File: src/rtl/lcd12864_pkg.sv
// Shared definitions for the 12864 (ST7920) parallel-bus reader and writer:
// request kinds, FSM state codes, status-byte layout and DDRAM line bases.
package lcd12864_pkg;

  localparam logic [1:0] KIND_STATUS = 2'd0;
  localparam logic [1:0] KIND_DATA   = 2'd1;
  localparam logic [1:0] KIND_POLL   = 2'd2;
  localparam logic [1:0] KIND_RSVD   = 2'd3;

  localparam logic [2:0] ST_IDLE  = 3'd0;
  localparam logic [2:0] ST_SETUP = 3'd1;
  localparam logic [2:0] ST_EHIGH = 3'd2;
  localparam logic [2:0] ST_HOLD  = 3'd3;
  localparam logic [2:0] ST_DONE  = 3'd4;

  localparam int BF_BIT = 7;

  // DDRAM "set address" commands for display lines 0..3
  localparam logic [3:0][7:0] LINE_BASE = {8'h98, 8'h88, 8'h90, 8'h80};

  typedef struct packed {
    logic [7:0] data;
    logic       err;
  } lcd_rsp_t;

  function automatic logic kind_rs(input logic [1:0] kind);
    return kind == KIND_DATA;
  endfunction

endpackage

File: src/rtl/lcd12864_bus_phase.sv
// E-strobe phase timer: counts clk cycles within SETUP/EHIGH/HOLD and flags
// the last cycle of each phase plus the data sample cycle (last EHIGH cycle).
module lcd12864_bus_phase
  import lcd12864_pkg::*;
#(
  parameter int SETUP_CYC  = 8,
  parameter int E_HIGH_CYC = 16,
  parameter int HOLD_CYC   = 8
) (
  input  logic       clk,
  input  logic       rst,
  input  logic [2:0] state,
  input  logic       load,
  output logic       last,
  output logic       sample
);

  localparam logic [7:0] SETUP_LAST = 8'(SETUP_CYC - 1);
  localparam logic [7:0] EHIGH_LAST = 8'(E_HIGH_CYC - 1);
  localparam logic [7:0] HOLD_LAST  = 8'(HOLD_CYC - 1);

  logic [7:0] cnt;
  logic [7:0] limit;

  always_comb begin
    limit = 8'd0;
    case (state)
      ST_SETUP: limit = SETUP_LAST;
      ST_EHIGH: limit = EHIGH_LAST;
      ST_HOLD:  limit = HOLD_LAST;
      default:  limit = 8'd0;
    endcase
  end

  assign last   = (cnt == limit);
  assign sample = (state == ST_EHIGH) && last;

  // load marks entry into a new state; the count parks at the limit otherwise
  always_ff @(posedge clk or posedge rst) begin
    if (rst)        cnt <= 8'd0;
    else if (load)  cnt <= 8'd0;
    else if (!last) cnt <= cnt + 8'd1;
  end

endmodule

File: src/rtl/lcd12864_bus_reader.sv
// Read-side master for the ST7920 8-bit bus: status/data reads and BF polling.
// Optional LCD12864_DUMMY_READ_EN: data reads issue a discarded dummy cycle first.
module lcd12864_bus_reader
  import lcd12864_pkg::*;
#(
  parameter int SETUP_CYC  = 8,
  parameter int E_HIGH_CYC = 16,
  parameter int HOLD_CYC   = 8,
  parameter int POLL_MAX   = 4096
) (
  input  logic       clk,
  input  logic       rst,
  input  logic       req_valid,
  output logic       req_ready,
  input  logic [1:0] req_kind,
  output logic       rsp_valid,
  output logic [7:0] rsp_data,
  output logic       rsp_err,
  output logic       bus_busy,
  output logic       lcd_rs,
  output logic       lcd_rw,
  output logic       lcd_en,
  input  logic [7:0] lcd_dat_in
);

  localparam logic [15:0] POLL_LIM = 16'(POLL_MAX);

  logic [2:0]  state, state_nxt;
  logic [1:0]  kind_q, kind_nxt;
  logic [7:0]  cap;
  logic [15:0] poll_cnt;
  lcd_rsp_t    rsp_q, hold_rsp;
  logic        accept, load, again, rw_nxt, hold_end;
  logic        phase_last, phase_sample;
`ifdef LCD12864_DUMMY_READ_EN
  logic        dummy_pend;
`endif

  assign accept    = req_valid && req_ready;
  assign load      = (state_nxt != state);
  assign hold_end  = (state == ST_HOLD) && phase_last;
  assign req_ready = (state == ST_IDLE);
  assign bus_busy  = (state != ST_IDLE);
  assign rsp_valid = (state == ST_DONE);
  assign rsp_data  = rsp_q.data;
  assign rsp_err   = rsp_q.err;

  lcd12864_bus_phase #(
    .SETUP_CYC (SETUP_CYC),
    .E_HIGH_CYC(E_HIGH_CYC),
    .HOLD_CYC  (HOLD_CYC)
  ) u_phase (
    .clk   (clk),
    .rst   (rst),
    .state (state),
    .load  (load),
    .last  (phase_last),
    .sample(phase_sample)
  );

  // End-of-HOLD decision: another bus cycle, or finish with the captured byte
  always_comb begin
    again    = 1'b0;
    hold_rsp = '{data: cap, err: 1'b0};
    if (kind_q == KIND_POLL && cap[BF_BIT]) begin
      if (poll_cnt < POLL_LIM) again = 1'b1;
      else                     hold_rsp.err = 1'b1;
    end
`ifdef LCD12864_DUMMY_READ_EN
    if (kind_q == KIND_DATA && dummy_pend) again = 1'b1;
`endif
  end

  always_comb begin
    state_nxt = state;
    case (state)
      ST_IDLE:  if (req_valid) state_nxt = (req_kind == KIND_RSVD) ? ST_DONE : ST_SETUP;
      ST_SETUP: if (phase_last) state_nxt = ST_EHIGH;
      ST_EHIGH: if (phase_last) state_nxt = ST_HOLD;
      ST_HOLD:  if (phase_last) state_nxt = again ? ST_SETUP : ST_DONE;
      ST_DONE:  state_nxt = ST_IDLE;
      default:  state_nxt = ST_IDLE;
    endcase
  end

  assign kind_nxt = accept ? req_kind : kind_q;
  assign rw_nxt   = (state_nxt == ST_SETUP) || (state_nxt == ST_EHIGH) ||
                    (state_nxt == ST_HOLD);

  always_ff @(posedge clk or posedge rst) begin
    if (rst) begin
      state <= ST_IDLE;
      kind_q <= KIND_STATUS;
    end else begin
      state <= state_nxt;
      if (accept) kind_q <= req_kind;
    end
  end

  // Bus pins are registered off the next state so they never glitch
  always_ff @(posedge clk or posedge rst) begin
    if (rst) begin
      lcd_rw <= 1'b0;
      lcd_rs <= 1'b0;
      lcd_en <= 1'b0;
    end else begin
      lcd_rw <= rw_nxt;
      lcd_rs <= rw_nxt && kind_rs(kind_nxt);
      lcd_en <= (state_nxt == ST_EHIGH);
    end
  end

  always_ff @(posedge clk or posedge rst) begin
    if (rst)               cap <= 8'd0;
    else if (phase_sample) cap <= lcd_dat_in;
  end

  // Poll count is 1 for the first read and saturates rather than wrapping
  always_ff @(posedge clk or posedge rst) begin
    if (rst) begin
      poll_cnt <= 16'd0;
    end else if (accept) begin
      poll_cnt <= 16'd1;
    end else if (hold_end && again && kind_q == KIND_POLL && poll_cnt != 16'hFFFF) begin
      poll_cnt <= poll_cnt + 16'd1;
    end
  end

`ifdef LCD12864_DUMMY_READ_EN
  always_ff @(posedge clk or posedge rst) begin
    if (rst)                   dummy_pend <= 1'b0;
    else if (accept)           dummy_pend <= (req_kind == KIND_DATA);
    else if (hold_end && again) dummy_pend <= 1'b0;
  end
`endif

  always_ff @(posedge clk or posedge rst) begin
    if (rst) begin
      rsp_q <= '{data: 8'h00, err: 1'b0};
    end else if (accept && req_kind == KIND_RSVD) begin
      rsp_q <= '{data: 8'h00, err: 1'b1};
    end else if (hold_end && !again) begin
      rsp_q <= hold_rsp;
    end
  end

endmodule

File: config.mk
export PLATFORM = sky130hd
export DESIGN_NAME = lcd12864_bus_reader
export DESIGN_NICKNAME = d
export VERILOG_FILES = /design/src/rtl/lcd12864_pkg.sv /design/src/rtl/lcd12864_bus_phase.sv /design/src/rtl/lcd12864_bus_reader.sv
export SDC_FILE = /design/constraint.sdc
export NUM_CORES = 1
export LEC_CHECK = 0
export ABC_AREA = 1
export CAP_MARGIN = 20
export CORE_UTILIZATION = 53
export CTS_CLUSTER_SIZE = 10
export DETAILED_ROUTE_END_ITERATION = 8
export GPL_ROUTABILITY_DRIVEN = 0
export PLACE_DENSITY = 0.76
export SYNTH_ARGS = -nofsm -noshare
export SYNTH_HDL_FRONTEND = slang
export SYNTH_SLANG_ARGS = --single-unit
File: constraint.sdc
create_clock -name clk -period 3.6 [get_ports clk]
set_input_delay 0.9 -clock clk [delete_from_list [all_inputs] [get_ports clk]]
set_output_delay 0.9 -clock clk [all_outputs]
set_load 0.01 [all_outputs]
# Word-level counts from Yosys, hierarchy flattened
# Index checks and enable logic that the tools add are counted.
[op_classes]
n_addsub = 2
order_cmp = 1
n_eq_ne = 14
n_mux = 19
reduce_logical = 18
[op_table]
columns = ["operator", "n"]
rows = [
  ["16-bit 2-to-1 mux", 2],
  ["3-bit 2-to-1 mux", 6],
  ["9-bit 2-to-1 mux", 2],
  ["16-bit by 1-bit adder with 16-bit output (second input constant)", 1],
  ["16-bit by 13-bit < comparator with 1-bit output (second input constant)", 1],
  ["8-bit 2-to-1 mux", 2],
  ["16-bit != test (second input constant)", 1],
  ["3-bit by 2-bit == test with 1-bit output (second input constant)", 4],
  ["3-bit case mux with 4 select lines", 1],
  ["1-bit logical AND", 10],
  ["8-bit by 1-bit adder with 8-bit output (second input constant)", 1],
  ["8-bit by 4-bit == test with 1-bit output", 1],
  ["4-bit case mux with 2 select lines", 1],
  ["3-bit by 1-bit == test with 1-bit output (second input constant)", 2],
  ["2-bit == test (second input constant)", 2],
  ["1-bit 2-to-1 mux", 4],
  ["2-bit nonzero test", 2],
  ["3-bit == test (second input constant)", 1],
  ["3-bit logical NOT", 1],
  ["3-bit != test", 1],
  ["3-bit nonzero test", 1],
  ["2-bit by 1-bit == test with 1-bit output (second input constant)", 1],
  ["1-bit logical OR", 2],
  ["2-bit 2-to-1 mux", 1],
  ["3 further kinds", 3],
]
[totals]
ff_bits = 49
word_cells = 64

# Longest topological paths before layout
# Gate-level depths: netlist of run 1.
[logic_depth]
ltp_word = 10
depth_mapped = 13
ltp_nobuf = 13

# Modules after synthesis
# A second synthesis of run 1 with hierarchy kept.
[hier_totals]
cells_unflattened = 315
area_unflattened_um2 = 2606.2
[modules_own_cells]
columns = ["mod", "instances", "cells_per_inst", "area_each_um2", "seq_area_each_um2"]
rows = [
  ["lcd12864_bus_reader", 1, 236, 2052.0, 1026.0],
  ["lcd12864_bus_phase", 1, 79, 554.3, 200.2],
]

# Worst setup path before layout of run 1
# OpenSTA, ideal clock, no wires.
[synth_path]
path_kind = "register -> output"
from = "register state[1]"
to = "output bus_busy"
arrival_time_ps = 904
t_required_ps = 2700
path_slack_ps = 1796
path_stages_with_launch = 5
n_path_buf = 0
cell_sequence = "dfrtp_1 -> inv_2 -> nand2_4 -> nor2_2 -> inv_1"
[synth_between]
elab_chain_len = 1
[synth_rtl]
columns = ["element", "line_no", "text"]
rows = [
  ["start: declaration", "lcd12864_bus_reader.sv:28", "logic [2:0] state, state_nxt;"],
  ["start signal: assignment", "lcd12864_bus_reader.sv:95", "state <= state_nxt;"],
  ["3-bit nonzero test", "lcd12864_bus_reader.sv:43", "assign bus_busy = (state != ST_IDLE);"],
  ["end: declaration", "lcd12864_bus_reader.sv:19", "output logic bus_busy,"],
]
# Every way passes these cells.

# Worst setup path in the final report of run 1
[layout_path]
from = "register state[1]"
to = "output req_ready"
[layout_between]
elab_chain_len = 1
[layout_rtl]
columns = ["element", "line_no", "text"]
rows = [
  ["3-bit logical NOT", "lcd12864_bus_reader.sv:42", "assign req_ready = (state == ST_IDLE);"],
  ["end: declaration", "lcd12864_bus_reader.sv:14", "output logic req_ready,"],
]
# Every way passes these cells.

==> results of run 1 <==
-- worst min-delay path by stage --
stage | start | to | slack (ns) | cells past startpoint
after global placement | poll_cnt[13]$_DFFE_PP0P_ | poll_cnt[13]$_DFFE_PP0P_ | 0.45 | 2
after global routing | poll_cnt[15]$_DFFE_PP0P_ | poll_cnt[15]$_DFFE_PP0P_ | 0.52 | 2
after floorplan | poll_cnt[13]$_DFFE_PP0P_ | poll_cnt[13]$_DFFE_PP0P_ | 0.44 | 2
after detailed placement | poll_cnt[15]$_DFFE_PP0P_ | poll_cnt[15]$_DFFE_PP0P_ | 0.45 | 2
final | poll_cnt[15]$_DFFE_PP0P_ | poll_cnt[15]$_DFFE_PP0P_ | 0.47 | 2
after CTS | poll_cnt[15]$_DFFE_PP0P_ | poll_cnt[15]$_DFFE_PP0P_ | 0.48 | 2
-- routing by layer --
| metal | wire, microns | GRT usage |
|---|---|---|
| met5 | 0 | 0 |
| met4 | 55 | 0.0667 |
| met3 | 167 | 0.0577 |
| met2 | 2060 | 0.321 |
| met1 | 2130 | 0.279 |
-- sequential cells by signal (all words and copies together), names as in the netlist --
name,flops
poll_cnt,16
u_phase.cnt,8
lcd_rs,1
rsp_err,1
lcd_en,1
kind_q,2
rsp_data,8
cap,8
lcd_rw,1
state,3
-- cell usage after synthesis (all sizes together) --
master	count
nand2	77
dfrtp	49
inv	40
nor2	32
nand3	28
o21ai	19
a21oi	9
xor2	8
nor3	7
buf	5
nand4	5
ha	2
o211ai	2
a31oi	1
nand3b	1
nor3b	1
o21a	1
-- worst max-delay path: stages, from the launching register on --
cell	delay, ns
dfrtp_1	0.47
inv_2	0.10
nand2_4	0.07
nor2_2	0.19
clkdlybuf4s50_1	0.59
-- layout make-up --
cell class,instances,area share
multi-input combinational,193,0.366
clock buffer,6,0.0287
tap,52,0.0226
timing repair buffer,28,0.101
sequential,49,0.427
inverter,40,0.0523
clock inverter,1,0.00261
-- power groups by stage --
stage / Combinational (mW) / Clock, mW / Sequential [mW]
after global placement: 0.911 / 0 / 0.802
after floorplan: 0.643 / 0 / 0.807
after detailed placement: 0.927 / 0 / 0.803
after global routing: 1.03 / 0.355 / 0.810
final: 0.928 / 0.323 / 0.791
after CTS: 0.933 / 0.333 / 0.791
-- stage by stage --
stage	total power, mW	setup WS [ns]	hold WS (ns)	utilization	cells
finish	2.04	0.981	0.474	0.651	369
global route	2.20	0.897	0.520	0.651	369
CTS	2.06	0.946	0.477	0.646	368
detailed placement	1.73	1.15	0.453	0.626	361
global placement	1.71	1.20	0.449	0.626	361
floorplan	1.45	1.53	0.437	-	287
-- kinds of logic (layout without fill, tap and decap cells) --
logic type / Yosys count / after routing / share of synthesized area
simple gates: 151 / 151 / 0.314
flops: 49 / 49 / 0.499
buf+inv: 45 / 75 / 0.0738
compound gates: 32 / 32 / 0.0748
xor+xnor: 8 / 8 / 0.0285
fa+ha+maj: 2 / 2 / 0.0102
==> flow_summary_export.csv, run 1 <==
group,metric,value,unit
outcome,outcome,"complete, no violations",
worst_setup_path,crit_type,"reg2out",
routing,vias_per_cell,5.02,
sta,hold_viol_final,0,
place,post-dp-hpwl,3.32,mm
sta,post-route-period-util,0.728,
clocking,clkTransAtPathRegs,0.09,ns
routing,vias,1851,
global_route,antenna_found_initial,0,
clocking,insertion_delay,0.30,ns
synthesis,netlist_area,2460,sq um
floorplanning,die-area,4920,sq um
worst_setup_path,reg2reg_depth,12,
final_layout,final_cell_mix,"nand2_1 (65), dfrtp_1 (49), inv_1 (35)",
floorplanning,io_pins,28,
worst_setup_path,rrSetupSlack,1.50,ns
clocking,cts_tree,"built",
synthesis,synth.avg_cell_area,8.57,sq um
worst_setup_path,cp.required,2.70,ns
clocking,post_cts_resized,0,
power,power_frac_comb,0.455,
place,io_buffers,27,
worst_setup_path,cp-endpoint,"req_ready",
power,p_sw,835,uW
power,irDropWorstVdd,0.594,mV
global_route,first_global_vias,1796,
routing,firstDrtPassIters,4,
global_route,overflow,0,
floorplanning,die_w,70.1,microns
worst_setup_path,arrival,1.72,ns
power,power_density,711,nW/um^2
sta,finalSetupViolCount,0,
worst_setup_path,r2r_end,"u_phase.cnt[6]$_DFFE_PP0P_",
power,power_frac_seq,0.387,
power,power.share.switching,0.409,
global_route,grt_max_degree,50,
final_layout,multi_input_area,1050,sq um
worst_setup_path,worst_r2r_startpoint,"state[2]$_DFF_PP0_",
synthesis,synth_top_cell_area_share,0.499,
floorplanning,rows,24,
power,p_leak,1.41,nW
run,max-cap-violations,0,
clocking,cts_inserted_buffers,5,
final_layout,antenna_cells,0,
clocking,cts_root_buffer,"clkbuf_8",
synthesis,synth_area_leaders,"dfrtp_1 (50%), nand2_1 (9.9%), inv_1 (5.5%), nand3_1 (4.9%), o21ai_0 (3.3%)",
global_route,gr-usage-all-layers,0.206,
final_layout,finalNetCount,332,
clocking,cts.sinks,49,
sta,fmax,0.382,GHz
synthesis,postSynthCellCount,287,
worst_setup_path,crit_path_start_kind,"register",
floorplanning,fp.dieH,70.1,microns
clocking,cts_hold_buffers,0,
clocking,htreeDepth,2,
floorplanning,start_util,0.557,
worst_setup_path,cp-startpoint,"state[1]$_DFF_PP0_",
clocking,cts_buffer_depth,2,
synthesis,yosysWarnings,0,
final_layout,layout_commonest_cell,"nand2_1",
final_layout,regArea,1230,sq um
floorplanning,core-area,4410,sq um
final_layout,area_growth_syn_to_layout,16.8,%
final_layout,finalInstanceArea,2870,sq um
routing,antenna_left,0,
routing,routedWlPerCell,12.0,microns
synthesis,yosysSeqAreaShare,0.499,
sta,finalMaxSlewViolations,0,
routing,drc,0,
synthesis,synth.distinct_cells,29,
global_route,grt_pass1_wl,7.89,mm
final_layout,drive_gt1_frac,0.139,
power,power.share.clock,0.158,
worst_setup_path,end_kind,"output pin",
synthesis,yosysTopAreaCell,"dfrtp_1",
final_layout,fillers,364,
power,p_int,1.21,mW
routing,drt-total-wl,4.41,mm
sta,rsz0062_at_grt,"no",
hold_path,hold_class,"reg2reg",
worst_setup_path,worstPathMaxFanout,7,
synthesis,synth.net_count,302,
clocking,post_cts_buffers,0,
sta,tightestPinTransition,0.451,ns
sta,max_slew_margin,0.699,
sta,fin_skew,0.00753,ns
routing,drt-initial-drc-count,82,
sta,final.min_clock_period,2.62,ns
sta,setup_tns,0,ns
place,placed_cell_area,2760,sq um
synthesis,ys_ff_latch,49,
(Power assumes the default switching activity.)
==> inputs of run 2 (changes only) <==
--- a/config.mk
+++ b/config.mk
@@ -7,11 +7,11 @@
 export LEC_CHECK = 0
 export ABC_AREA = 1
 export CAP_MARGIN = 20
-export CORE_UTILIZATION = 53
+export CORE_UTILIZATION = 50
 export CTS_CLUSTER_SIZE = 10
 export DETAILED_ROUTE_END_ITERATION = 8
 export GPL_ROUTABILITY_DRIVEN = 0
-export PLACE_DENSITY = 0.76
+export PLACE_DENSITY = 0.75
 export SYNTH_ARGS = -nofsm -noshare
 export SYNTH_HDL_FRONTEND = slang
 export SYNTH_SLANG_ARGS = --single-unit
==> constraint.sdc (replaced) <==
create_clock -name clk -period 2.1 [get_ports clk]
set_input_delay 0.525 -clock clk [delete_from_list [all_inputs] [get_ports clk]]
set_output_delay 0.525 -clock clk [all_outputs]
set_load 0.01 [all_outputs]
==> run 2 against run 1 <==
Effect of this change:
- register-to-register slack worse by 1.3 ns
- clock power up 76%
- design area up 3.0%
- clock-buffer cell count unchanged
- largest power group unchanged
==> flow_summary_export.csv, run 2 (synthesis results as in run 1) <==
group,metric,value,unit
routing,firstDrtPassIters,4,
routing,routedWlPerCell,11.8,microns
routing,drt-total-wl,4.63,mm
worst_setup_path,worst_path_most_repeated_cell,"nand2_1",
final_layout,largest_reg_flops,16,
final_layout,finalInstanceArea,2960,sq um
sta,setup_slack,0.231,ns
worst_setup_path,path_buf_inv,1,
final_layout,layout_commonest_cell,"nand2_1",
floorplanning,die_w,72.1,microns
final_layout,antenna_cells,0,
place,io_buffers,27,
worst_setup_path,cpLargestDelayFamily,"simple AND/OR/NAND/NOR gates",
outcome,outcome,"complete, no violations",
floorplanning,core-area,4720,sq um
place,post-place-ws,0.144,ns
floorplanning,rows,25,
power,power_density,1210,nW/um^2
sta,fin_skew,0.00785,ns
floorplanning,die-area,5200,sq um
worst_setup_path,crit_cells,10,
sta,hold_viol_final,0,
clocking,cts_inserted_buffers,5,
sta,tightestPinTransition,0.342,ns
worst_setup_path,worstPathMaxFanout,11,
global_route,overflow,0,
sta,final.min_clock_period,1.87,ns
sta,post-route-period-util,0.890,
final_layout,area_growth_syn_to_layout,20.4,%
place,placed_cell_area,2840,sq um
power,p_leak,1.48,nW
clocking,cts_buffer_depth,2,
global_route,grt_max_degree,50,
worst_setup_path,critical_path.max_stage_delay,0.41,ns
sta,finalSetupViolCount,0,
routing,drt-initial-drc-count,96,
final_layout,fin_util,0.627,
power,p_total,3.59,mW
worst_setup_path,cp_cell_sequence,"buf_4 > nor2_2 > nand3_1 > nand2_1 > nand3_4 > nor2_4 > nand2_1 > o21ai_1 > nand2_1 > nor2_1",
run,max-cap-violations,0,
routing,vias_per_cell,4.96,
worst_setup_path,crit_path_start_kind,"register",
final_layout,finalNetCount,339,
clocking,htreeDepth,2,
worst_setup_path,crit_type,"reg2reg",
worst_setup_path,cpMaxStageDelayCell,"dfrtp_1",
worst_setup_path,arrival,2.10,ns
sta,fmax,0.535,GHz
clocking,insertion_delay,0.30,ns
hold_path,holdPathStages,2,
power,irDropWorstVdd,1.07,mV
global_route,gr-usage-all-layers,0.195,
routing,vias,1945,
sta,setup_tns,0,ns
place,post-dp-hpwl,3.45,mm
worst_setup_path,cp.required,2.33,ns
final_layout,drive_gt1_frac,0.163,
clocking,cts.sinks,49,
hold_path,hold_class,"reg2reg",
sta,max_slew_margin,0.771,
routing,drc,0,
sta,rsz0062_at_grt,"no",
routing,antenna_left,0,
final_layout,largest-register,"poll_cnt",
floorplanning,fp.dieH,72.1,microns
worst_setup_path,end_kind,"register",
worst_setup_path,reg2reg_depth,10,
floorplanning,io_pins,28,
global_route,antenna_found_initial,0,
clocking,cts_root_buffer,"clkbuf_8",
final_layout,final_cell_mix,"nand2_1 (65), dfrtp_1 (48), inv_1 (35)",
global_route,first_global_vias,1873,
global_route,grt_pass1_wl,8.08,mm
final_layout,fillers,400,
clocking,clkTransAtPathRegs,0.09,ns
sta,finalMaxSlewViolations,0,
floorplanning,start_util,0.521,
clocking,cts_tree,"built",
## run 2: cell types whose count changed in the layout (fill, tap and decap cells not counted), sizes merged
cell / delta
clkinv: +2
dlygate4sd2: +1
clkdlybuf4s50: -3
buf: +7
clkinvlp: -1
dlymetal6s2s: +2
## run 2: routing by layer
layer	vias up	routed length, microns	GRT usage
li1	982	-	-
met1	926	2210	0.262
met2	32	2250	0.323
met3	5	129	0.0333
met4	0	47	0.0588
met5	-	0	0
## run 2: area by class of cell
type | instances | area [sq um] | share of cell area
timing repair buffer | 35 | 347 | 0.117
sequential | 49 | 1230 | 0.415
inverter | 40 | 150 | 0.0507
tap | 67 | 83.8 | 0.0283
multi-input combinational | 193 | 1060 | 0.357
clock buffer | 6 | 82.6 | 0.0279
clock inverter | 2 | 13.8 | 0.00465
## run 2: where the power goes
group	switching, mW	internal [mW]
Combinational	1.02	0.663
Sequential	0.147	1.19
Clock	0.301	0.267
## run 2: repair_timing
action / in CTS / in global routing
gates resized for setup: 3 / 2
gates cloned: 0 / 0
hold buffers: 0 / 0
pin swaps: 0 / 1
endpoints found under the setup margin: 3 / 2
buffers inserted: 1 / 1
## run 2: metrics by stage
step / cells / hold WS, ns
2_1_floorplan: 287 / 0.437
3_3_place_gp: 382 / 0.451
3_5_place_dp: 382 / 0.453
4_1_cts: 391 / 0.480
5_1_grt: 392 / 0.491
6_report: 392 / 0.476
## run 2: worst paths after layout
kind	start	end	slack, ns
max	state[0]$_DFF_PP0_	poll_cnt[9]$_DFFE_PP0P_	0.23
min	poll_cnt[15]$_DFFE_PP0P_	poll_cnt[15]$_DFFE_PP0P_	0.48
max reg2reg	state[0]$_DFF_PP0_	poll_cnt[9]$_DFFE_PP0P_	0.23
min reg2reg	poll_cnt[15]$_DFFE_PP0P_	poll_cnt[15]$_DFFE_PP0P_	0.48
max in group asynchronous	rst	state[2]$_DFF_PP0_	1.28
min in group asynchronous	rst	poll_cnt[8]$_DFFE_PP0P_	0.58
## run 2: worst register-to-register path, delay by kind of cell, from the launching register on
family / cells / cell delay (ns)
and+or+nand+nor: 8 / 1.09
AOI/OAI and AO/OA: 1 / 0.17
DFF: 1 / 0.41
buffers and inverters: 1 / 0.15
==> RTL change 1: new RTL, settings of run 1 <==
Build with the macro `LCD12864_DUMMY_READ_EN` defined.
--- a/src/rtl/lcd12864_bus_reader.sv
+++ b/src/rtl/lcd12864_bus_reader.sv
@@ -1,5 +1,7 @@
 // Read-side master for the ST7920 8-bit bus: status/data reads and BF polling.
 // Optional LCD12864_DUMMY_READ_EN: data reads issue a discarded dummy cycle first.
+`define LCD12864_DUMMY_READ_EN
+
 module lcd12864_bus_reader
   import lcd12864_pkg::*;
 #(
Behaviour: same outputs for any inputs over 10 cycles, from zero or initial values and one cycle with rst high; that may be too few to reach the edited logic, so the function may still have changed.
==> RTL change 1 against run 1 <==
  * Final area grew 6.4%
  * Sequential power grew 6.6%
  * Non-clock buffer count stayed put
  * Worst setup slack better by 27 ps
  * Total power grew 10%
  * Clock power grew 47%
  * Sequential cell count is 1 higher
  * Synthesized area increased by 6.0%
  * Routed wire length up 17%
==> RTL change 1: results (changes against run 1) <==
pwr/cell area 736.2 nW/um^2 (+3.6%); first-pass GRT wire length 8.970 mm (+14%); Seq/Total Area, Yosys 0.4801 (-0.01865); placed instance area 2914 sq um (+5.5%); worst slew pin tran 557.2 ps (+106.7 ps); Worst EP arrival 1690 ps (-30 ps); largest fanout on the critical path 4 (-3); DP Worst Slack 1085 ps (-67.65 ps); wire per inst 12.51 microns (+4.6%); synth top area cells dfrtp_1 (48%), nand2_1 (11%), nand3_1 (6.0%), nor2_1 (5.9%), xor2_1 (5.4%); count of cell types in the netlist 28 (-3.4%); Initial DRC Count 142 (+73%); Resize count post-CTS 0 (unchanged); Commonest cells post-synth nand2_1 (76), dfrtp_1 (50), nor2_1 (41); proportion of layout cells with a drive suffix above 1 0.09565 (-0.04315); port bufs 27 (unchanged); # fillers 403 (+11%); leakage 1.485 nW (+5.0%); Final #Nets 359 (+8.1%); pin count of the biggest net entering global routing 28 (-44%); Net Count, Synth 330 (+9.3%); status completed; via count 2051 (+11%); Post-DP HPWL 3.794 mm (+14%); Final Skew 9.862 ps (+2.331 ps); VDD IR max 0.0003735 V (-37%); clock-pin slew on the worst setup and hold paths 90 ps (about the same)
RTL change 1: changes by cell type in the layout (fill, tap and decap cells not counted), moves of 3 or more:
cell     before  now
nor2_2       10    3
nand3_1      24   31
nor3_1        7    4
nand2_1      65   76
xor2_1        8   16
nand2_2       6    0
a21oi_1       8    4
nor2_1       20   41
RTL change 1: per-layer routing:
layer / vias up / track usage / part of all wire
li1: 1048 / - / -
met1: 975 / 0.3100 / 0.49
met2: 26 / 0.3624 / 0.48
met3: 2 / 0.03750 / 0.029
met4: 0 / 0.08497 / 0.0080
met5: - / 0 / 0
RTL change 1: layout make-up:
class / instances / share of cell area
flip-flops and latches: 50 / 0.4093
well taps: 67 / 0.02743
multi-input cells: 222 / 0.3803
clock inverters: 2 / 0.01965
clock buffers: 6 / 0.02702
inverters: 37 / 0.04544
repair buffers: 28 / 0.09087
RTL change 1: critical path: stages, from the launching register on:
cell and delay, ps:
dfrtp_1 460, inv_1 170, nor2_1 200, clkdlybuf4s50_1 560
RTL change 1: power breakdown:
group / switching, mW / internal [mW]
Sequential: 0.129 / 0.715
Clock: 0.178 / 0.296
Combinational: 0.559 / 0.373
Total: 0.866 / 1.38
RTL change 1: worst paths after layout:
| path | start | to | slack (ps) |
|---|---|---|---|
| worst min register to register | rsp_err$_DFFE_PP0P_ | rsp_err$_DFFE_PP0P_ | 490 |
| min in group asynchronous | rst | poll_cnt[9]$_DFFE_PP0P_ | 970 |
| max in group asynchronous | rst | poll_cnt[14]$_DFFE_PP0P_ | 1910 |
| worst min-delay path | rsp_err$_DFFE_PP0P_ | rsp_err$_DFFE_PP0P_ | 490 |
| worst max-delay path | state[2]$_DFF_PP0_ | rsp_valid | 1010 |
| worst max register to register | state[2]$_DFF_PP0_ | u_phase.cnt[2]$_DFFE_PP0P_ | 1690 |
RTL change 1: kinds of logic after synthesis:
family,synth area share
AOI/OAI and AO/OA,0.06481
xor gates and xnor gates,0.05713
buffers and inverters,0.07393
adders and majority gates,0.009600
DFF,0.4801
and+or+nand+nor,0.3145
RTL change 1: through the flow:
step | total power [mW] | instances
after floorplan | 1.496 | 315
after global placement | 1.756 | 404
after detailed placement | 1.786 | 404
after CTS | 2.267 | 412
after global routing | 2.427 | 412
final | 2.250 | 412
==> RTL change 2: new RTL, config.mk and constraints of run 1 <==
Made on the original files. Register the output `rsp_err`, without a reset; this adds one clock of latency there. The other outputs are not delayed to match.
--- a/src/rtl/lcd12864_bus_reader.sv
+++ b/src/rtl/lcd12864_bus_reader.sv
@@ -43,7 +43,9 @@
   assign bus_busy  = (state != ST_IDLE);
   assign rsp_valid = (state == ST_DONE);
   assign rsp_data  = rsp_q.data;
-  assign rsp_err   = rsp_q.err;
+  always_ff @(posedge clk) begin
+    rsp_err <= rsp_q.err;
+  end
 
   lcd12864_bus_phase #(
     .SETUP_CYC (SETUP_CYC),
Check against the original RTL: not equivalent (a bounded check fails within 4 cycles, from zero or initial values and one cycle with rst high).
==> RTL change 2 against run 1 <==
  * The flow now finishes with violations (DRC)
  * Clock power down 7.4%
  * Critical path depth up 6
  * Combinational power grew 2%
  * Sequential power grew 10%
  * Via count rose by 5.8%
  * Sequential cell count rose by 1
  * Synthesized area rose by 3.0%
  * Maximum frequency up 3.7%
  * Highest routed layer unchanged
  * Final area fell by 0.78%
  * Critical endpoint is now u_phase.cnt[2]$_DFFE_PP0P_
  * Routed wire length rose by 4.4%
  * Worst setup slack better by 92 ps
  * Total power grew 3.6%
==> RTL change 2: results (changes against run 1) <==
First-pass DRT Iterations 6 (+2); DRC errors left 4 (+4); count of cell types in the netlist 28 (-3.4%); multi-input logic area 1007 sq um (-4.2%); failing checks DRC; Hold Path Depth 0 (-2); R2R depth 10 (-2); multi-input gates 199 (+3.1%); drt total wl 4.605 mm (+4.4%); Net Count, Synth 321 (+6.3%); Final Skew 6.085 ps (-1.446 ps); FFs & Latches 50 (+2.0%); pwr/cell area 742.2 nW/um^2 (+4.4%); Final #Nets 342 (+3.0%); Pwr Total 2.115 mW (+3.6%); Worst Setup SP req_valid; Non-clock buffer share 0.1018 (+0.0007987); Crit path max-delay family simple AND/OR/NAND/NOR gates; leakage 1.411 nW (-0.19%); post-synthesis compound-gate area fraction 0.06374 (-0.01107); Hold Path Sink rsp_err$_DFF_P_; proportion of layout cells with a drive suffix above 1 0.08232 (-0.05648); CP Launch Type primary input; placed insts 371 (+2.8%); Post-DP HPWL 3.493 mm (+5.2%); sequential power 0.874 mW (+10%); Switch Pwr 0.8532 mW (+2.1%); Commonest cells post-synth nand2_1 (70), dfrtp_1 (49), inv_1 (39); status finished, violations left; DP Worst Slack 747.1 ps (-405.4 ps); CP max stage delay 450 ps (-140 ps); wire per inst 12.12 microns (+1.4%)
RTL change 2: changes by cell type in the layout (fill, tap and decap cells not counted), sizes merged, moves of 2 or more:
| cell | change |
|---|---|
| nand3 | -5 |
| o21ai | +2 |
| clkbuf | +2 |
| o211ai | -2 |
| nor2 | +10 |
| nand2 | -4 |
| xor2 | +4 |
| inv | +3 |
RTL change 2: metal layers:
metal | share of wire | global-route usage | vias to the layer above
met5 | 0 | 0 | -
met4 | 0.015 | 0.08000 | 0
met3 | 0.032 | 0.03846 | 7
met2 | 0.51 | 0.3739 | 40
met1 | 0.44 | 0.2509 | 927
li1 | - | - | 985
RTL change 2: kinds of logic (layout without fill, tap and decap cells):
kind of cell	count (synthesis)	after routing
buffers and inverters	57	79
and+or+nand+nor	154	154
adders and majority gates	2	2
AOI/OAI and AO/OA	30	30
DFF	50	50
xor gates and xnor gates	13	13
